`src/rtl/pipe_hazard_ctrl.sv`:
```
// In-order pipeline hazard controller. A scoreboard shift register tracks every
// instruction past decode. From it this block derives the load-use stall, the
// forwarding selects for the decode-stage sources, the IF/ID flush on a taken
// branch, and the halt-drain sequence.
//
// state   | meaning
// --------+----------------------------------------------------------------
// S_RUN   | normal issue; ID instruction accepted unless a load-use stall
// S_DRAIN | HLT accepted; issue blocked, waiting for HLT to reach last entry
// S_HALTED| processor halted (hlt=1); pipe keeps draining bubbles until reset
module pipe_hazard_ctrl #(
   parameter  int NSTG       = 3,
   parameter  int REG_AW     = 4,
   parameter  int LOAD_READY = 1,
   parameter  int RET_W      = 16,
   localparam int FW         = $clog2(NSTG + 1)
) (
   input  logic              clk,
   input  logic              rst_n,
   input  logic              issue_valid,
   input  logic              issue_wr,
   input  logic              issue_load,
   input  logic              issue_halt,
   input  logic [REG_AW-1:0] issue_dst,
   input  logic [REG_AW-1:0] issue_src_a,
   input  logic [REG_AW-1:0] issue_src_b,
   input  logic              issue_use_a,
   input  logic              issue_use_b,
   input  logic              branch_taken,
   output logic              stall_if,
   output logic              flush_ifid,
   output logic [FW-1:0]     fwd_a,
   output logic [FW-1:0]     fwd_b,
   output logic [NSTG-1:0]   stage_valid,
   output logic              hlt,
   output logic [RET_W-1:0]  retired
);

   typedef enum logic [1:0] {
      S_RUN    = 2'd0,
      S_DRAIN  = 2'd1,
      S_HALTED = 2'd2
   } state_t;

   state_t            r_state;
   logic              r_hlt;
   logic [NSTG-1:0]   r_vld;
   logic [NSTG-1:0]   r_wr;
   logic [NSTG-1:0]   r_ld;
   logic [NSTG-1:0]   r_hl;
   logic [REG_AW-1:0] r_dst [NSTG];
   logic [RET_W-1:0]  r_retired;

   logic [FW:0]       w_match_a;
   logic [FW:0]       w_match_b;
   logic              w_ld_stall;
   logic              w_stall;
   logic              w_accept;

   // Youngest producer of a source; msb flags a load whose result is not yet
   // forwardable. Scanning oldest-to-youngest lets the youngest match win.
   function automatic logic [FW:0] f_match(input logic [REG_AW-1:0] i_src,
                                          input logic              i_use);
      logic [FW:0] v_res;
      v_res = '0;
      for (int k = NSTG - 1; k >= 0; k--) begin
         if (i_use && (i_src != '0) && r_vld[k] && r_wr[k] && (r_dst[k] == i_src))
            v_res = {(r_ld[k] && (k < LOAD_READY)), FW'(k + 1)};
      end
      return v_res;
   endfunction

   // Hazard detection, forwarding selects, stall, issue and flush decisions.
   always_comb begin
      w_match_a  = f_match(issue_src_a, issue_use_a);
      w_match_b  = f_match(issue_src_b, issue_use_b);
      w_ld_stall = issue_valid & (w_match_a[FW] | w_match_b[FW]);
      w_stall    = w_ld_stall | (r_state != S_RUN);
      w_accept   = issue_valid & ~w_stall;
   end

   assign fwd_a       = w_match_a[FW-1:0];
   assign fwd_b       = w_match_b[FW-1:0];
   assign stall_if    = w_stall;
   // Accept already implies RUN and no stall, so a stalled branch is ignored.
   assign flush_ifid  = branch_taken & w_accept;
   assign stage_valid = r_vld;
   assign hlt         = r_hlt;
   assign retired     = r_retired;

   // Scoreboard shift: entry 0 takes the accepted ID instruction or a bubble.
   always_ff @(posedge clk or negedge rst_n) begin
      if (!rst_n) begin
         r_vld <= '0;
         r_wr  <= '0;
         r_ld  <= '0;
         r_hl  <= '0;
         for (int k = 0; k < NSTG; k++) r_dst[k] <= '0;
      end else begin
         r_vld    <= {r_vld[NSTG-2:0], w_accept};
         r_wr     <= {r_wr[NSTG-2:0], w_accept & issue_wr};
         r_ld     <= {r_ld[NSTG-2:0], w_accept & issue_load};
         r_hl     <= {r_hl[NSTG-2:0], w_accept & issue_halt};
         r_dst[0] <= w_accept ? issue_dst : '0;
         for (int k = 1; k < NSTG; k++) r_dst[k] <= r_dst[k-1];
      end
   end

   // Halt sequencing: RUN -> DRAIN on accepted HLT -> HALTED when HLT retires.
   always_ff @(posedge clk or negedge rst_n) begin
      if (!rst_n) begin
         r_state <= S_RUN;
         r_hlt   <= 1'b0;
      end else begin
         case (r_state)
            S_RUN: begin
               if (w_accept && issue_halt) r_state <= S_DRAIN;
            end
            S_DRAIN: begin
               if (r_vld[NSTG-1] && r_hl[NSTG-1]) begin
                  r_state <= S_HALTED;
                  r_hlt   <= 1'b1;
               end
            end
            S_HALTED: begin
               r_hlt <= 1'b1;
            end
            default: begin
               r_state <= S_RUN;
               r_hlt   <= 1'b0;
            end
         endcase
      end
   end

   // Saturating count of real instructions leaving the last entry.
   always_ff @(posedge clk or negedge rst_n) begin
      if (!rst_n)
         r_retired <= '0;
      else if (r_vld[NSTG-1] && (r_retired != '1))
         r_retired <= r_retired + RET_W'(1);
   end

endmodule

```
`config.mk`:
```
export PLATFORM = sky130hd
export DESIGN_NAME = pipe_hazard_ctrl
export DESIGN_NICKNAME = d
export VERILOG_FILES = /design/src/rtl/pipe_hazard_ctrl.sv
export SDC_FILE = /design/constraint.sdc
export NUM_CORES = 1
export LEC_CHECK = 0
export CORE_ASPECT_RATIO = 2
export CORE_MARGIN = 3
export CORE_UTILIZATION = 35
export CTS_BUF_LIST = sky130_fd_sc_hd__clkbuf_8
export DETAILED_ROUTE_END_ITERATION = 16
export PLACE_DENSITY = 0.65
export SKIP_LAST_GASP = 1
export SLEW_MARGIN = 20
export SYNTH_ARGS = -nofsm -noshare
export SYNTH_HDL_FRONTEND = slang
export SYNTH_SLANG_ARGS = --single-unit
```
`constraint.sdc`:
```
create_clock -name clk -period 5.15 [get_ports clk]
set_input_delay 1.03 -clock clk [delete_from_list [all_inputs] [get_ports clk]]
set_output_delay 1.03 -clock clk [all_outputs]
set_load 0.01 [all_outputs]
```
; After elaboration in Yosys (flattened, before gate mapping)
; Index checks and enable logic that the tools add are counted.
[op_classes]
addsub = 1
reduce_logical = 29
n_bitwise = 11
n_eq_ne = 11
n_mux = 12
[op_table]
columns = cell, count
row1 = == test 4 bit, 6
row2 = logical AND 1 bit, 23
row3 = "adder 16 x 1 -> 16 bit, second input constant", 1
row4 = "!= test 16 bit, second input constant", 1
row5 = two-way mux 2 bit, 6
row6 = nonzero test 4 bit, 2
row7 = bitwise AND 1 bit, 6
row8 = two-way mux 3 bit, 2
row9 = case mux 2 bit (3 select lines), 1
row10 = two-way mux 4 bit, 1
row11 = "!= test 2 bit, second input constant", 2
row12 = NOT 1 bit, 3
row13 = case mux 1 bit (3 select lines), 1
row14 = AND reduction 3 bit, 1
row15 = "== test 2 x 1 -> 1 bit, second input constant", 1
row16 = "== test 2 bit, second input constant", 1
row17 = logical NOT 2 bit, 1
row18 = OR 1 bit, 2
row19 = AND reduction 2 bit, 1
row20 = nonzero test 2 bit, 1
row21 = two-way mux 1 bit, 1
[word_totals]
reg_bits = 41
output_inout_bits = 26
inputBits = 21
elab_cells = 74

; Longest topological paths before layout
[depth]
ltp_word = 16
ltp_mapped = 6
mapped_depth_nobuf = 6

; Least setup slack after synthesis
; OpenSTA, ideal clock, no wires.
[synth_path]
path_type = input to output
from = in issue_src_b[0]
to = out stall_if
path_buffers = 0
cell_stages = 5
t_arrival_ns = 2.175
path_slack_ns = 1.945
t_required_ns = 4.120
cell_sequence = o41a_1 > nand4_1 > or4_4 > a21boi_4 > a21bo_1
[synth_between]
elab_chain_len = 9
word_cells_on_any_way = 10
classes_between = eq/ne (1) / mux (1) / bitwise (3) / reduce/logical (5)
[synth_rtl]
columns = item, line_no
row1 = "start, declared", 26  ; input logic [REG_AW-1:0] issue_src_b,
row2 = nonzero test 4 bit, 67  ; if (i_use && (i_src != '0) && r_vld[k] && r_wr[k] && (r_dst[k] == i_src))
row3 = logical AND 1 bit (3 in series), 67
row4 = logical AND 1 bit (*), 67
row5 = two-way mux 3 bit (*), 67
row6 = OR 1 bit (*), 77  ; w_ld_stall = issue_valid & (w_match_a[FW] | w_match_b[FW]);
row7 = bitwise AND 1 bit (*), 77
row8 = OR 1 bit (*), 78  ; w_stall = w_ld_stall | (r_state != S_RUN);
row9 = "end, declared", 30  ; output logic stall_if,
; Every way passes the cells marked *; elsewhere a longest branch is shown, timed or not.

; Worst setup path in the final report
[layout_path]
from = in issue_src_a[1]
to = out stall_if
[layout_between]
elab_chain_len = 9
word_cells_on_any_way = 10
classes_between = eq/ne (1) / mux (1) / bitwise (3) / reduce/logical (5)
[layout_rtl]
columns = item, line_no
row1 = "start, declared", 25  ; input logic [REG_AW-1:0] issue_src_a,
row2 = nonzero test 4 bit, 67
row3 = logical AND 1 bit (3 in series), 67
row4 = logical AND 1 bit (*), 67
row5 = two-way mux 3 bit (*), 67
row6 = OR 1 bit (*), 77
row7 = bitwise AND 1 bit (*), 77
row8 = OR 1 bit (*), 78
; Marked as above.

==> results.cfg <==
[critical_path]
reg2reg_slack_ns = 3.22
startpoint_type = input pin
worstPathArrival_ns = 3.40
path_cells = clkdlybuf4s50_1 -> o41a_1 -> nand4_1 -> or4_4 -> a21boi_4 -> a21bo_1 -> clkdlybuf4s50_1
cp_common_cell = clkdlybuf4s50_1
critPathSlowestCell = clkdlybuf4s50_1
critPathKind = input pin to output pin
crit_path_max_fanout = 10
cp_data_required_time_ns = 4.12
path_delay_family = buffers and inverters
path_buf_inv = 2
slowest_delay_ns = 0.59
cp-end-kind = output pin

[sta]
worst_slack_ns = 0.716
slew_violations = 0
slew_headroom_pct = 38.4
finClkSkew_ns = 0.00517
final.min_clock_period_ns = 4.43
rsz0062_at_grt = false
setup_viol = 0
tns_ns = 0
max_freq_mhz = 226
worst_pin_slew_ns = 0.924
fin_crit_sh_pct = 86.1
final-hold-violation-count = 0

[yosys]
syn_avg_cell_area_um2 = 11.7
ys_ff_latch = 41
yosys.area_share.xor_xnor_pct = 16.1
ys_warn_count = 0
synth_fa_ha_area_share_pct = 3.20
synthMuxAreaShare_pct = 2.88
synthCells = 167
synth_top_family_by_area = simple AND/OR/NAND/NOR gates
synth.distinct_cells = 25
synth_fp_nets = 193
syn-cell-area_mm2 = 0.00196
synthSimpleGateAreaFrac_pct = 18.0
yosysSeqAreaShare_pct = 52.5
synth-compound-area-share_pct = 6.78

[cts]
cts_resized = 0
worstSkewPairLatency_ns = 0.29
cts_buffers = 5
cts_tree = done
path_clk_slew_ns = 0.07
htreeDepth = 2
post_cts_buffers = 0
ctsHoldBuffers = 0
clk_path_buf_depth = 2
cts_root_buf = clkbuf_8
clock_sinks = 41

[job]
drv_cap = 0

[floorplanning]
die_w_um = 58.9
core_mm2 = 0.00528
core.rowCount = 37
initial_core_util_pct = 37.1
io_pins = 47
die_h_um = 112
dieArea_mm2 = 0.00657

[final_layout]
nets = 246
fin_util_pct = 49.0
final_cell_mix = clkdlybuf4s50_1 (45), dfrtp_1 (41), xor2_1 (19)
layout_commonest_cell = clkdlybuf4s50_1
final_area_mm2 = 0.00258
area_growth_pct = 32.2
diodes = 0
drive_above_1_share_pct = 7.69

[global_routing]
grt_pass1_vias = 1511
grt_max_degree = 42
gr-total-overflow = 0
grt_usage_pct = 14.3
antenna_found_initial = 0
grt_pass1_wl_mm = 7.10

[detailed_routing]
first_pass_iters = 4
drt_iter0_drc = 34
wire_per_inst_um = 15.1
drc_errors = 0
via_per_inst = 5.17
routed_wirelength_mm = 4.21
drtAntennaViolNets = 0
dr_total_vias = 1443

[place]
dp_hpwl_mm = 3.34
dp_slack_ns = 0.719
globalplace.congestion = 0.823
dpl_cell_area_mm2 = 0.00248
io_buffers = 46

[power]
powerDensity_mw_per_mm2 = 379
total_power_uw = 980
ir_worst_vdd_mv = 0.280
p_leak_uw = 0.00113

[status]
outcome = complete, no violations

[min_path]
min_path_type = flop to flop
## registers in the layout, indices dropped and copies added (netlist names)
name / cells
hlt: 1
r_dst: 12
r_hl: 3
r_ld: 1
r_state: 2
r_wr: 3
retired: 16
stage_valid: 3
## metal layers
| layer | vias up | global-route usage (%) | wire [µm] |
|---|---|---|---|
| li1 | 696 | - | - |
| met1 | 675 | 14.7 | 1520 |
| met2 | 52 | 24.1 | 2210 |
| met3 | 20 | 3.25 | 221 |
| met4 | 0 | 10.4 | 259 |
| met5 | - | 0 | 0 |
## cells by family after synthesis
logic type / after synthesis
multiplexers: 5
AO/OA/AOI/OAI: 16
AND/OR/NAND/NOR: 61
buffers and inverters: 3
adder cells (fa/ha/maj): 5
flip-flops: 41
XOR/XNOR: 36
## worst paths after layout
| kind | start | endpoint | depth (start not counted) |
|---|---|---|---|
| max in group asynchronous | rst_n | r_dst[0]$_DFF_PN0_ | 1 |
| worst min-delay path | r_hl[1]$_DFF_PN0_ | r_hl[2]$_DFF_PN0_ | 0 |
| worst max-delay path | issue_src_a[1] | stall_if | 7 |
| worst min register to register | r_hl[1]$_DFF_PN0_ | r_hl[2]$_DFF_PN0_ | 0 |
| min in group asynchronous | rst_n | retired[8]$_DFFE_PN0P_ | 1 |
| worst max register to register | r_dst[10]$_DFF_PN0_ | r_state[1]$_DFFE_PN0P_ | 4 |
## through the flow
step	instances	hold WS, ns
after global routing	279	0.360
after global placement	271	0.333
after floorplan	167	0.331
after detailed placement	271	0.337
final	279	0.351
after CTS	279	0.355
## Yosys cell counts (all sizes together)
| master | n | area, µm² |
|---|---|---|
| a21bo | 1 | 10.0 |
| a21boi | 5 | 48.8 |
| a32oi | 1 | 16.3 |
| and3 | 6 | 37.5 |
| and4 | 3 | 27.5 |
| dfrtp | 41 | 1030 |
| ha | 5 | 62.6 |
| inv | 3 | 11.3 |
| mux2 | 5 | 56.3 |
| nand2 | 10 | 37.5 |
| nand3 | 7 | 35.0 |
| nand4 | 8 | 50.1 |
| nor2 | 7 | 26.3 |
| nor3 | 7 | 35.0 |
| nor3b | 8 | 60.1 |
| o21ai | 7 | 35.0 |
| o41a | 2 | 22.5 |
| or3 | 2 | 12.5 |
| or4 | 3 | 30.0 |
| xnor2 | 17 | 149 |
| xor2 | 19 | 166 |
## where the power goes
group / total, µW / leakage (µW) / switching (µW) / internal (µW)
Clock: 226 / 0.0000542 / 105 / 121
Sequential: 458 / 0.000548 / 70.0 / 388
Combinational: 296 / 0.000524 / 127 / 168
Total: 980 / 0.00113 / 302 / 678
## cell type report
cell class	count	area, µm²
tap	58	72.6
fill	508	2690
timing repair buffer	46	455
multi-input combinational	123	918
inverter	3	11.3
clock inverter	1	5.00
clock buffer	7	96.3
sequential	41	1030
Note: power is estimated with default switching activity, not from simulation.
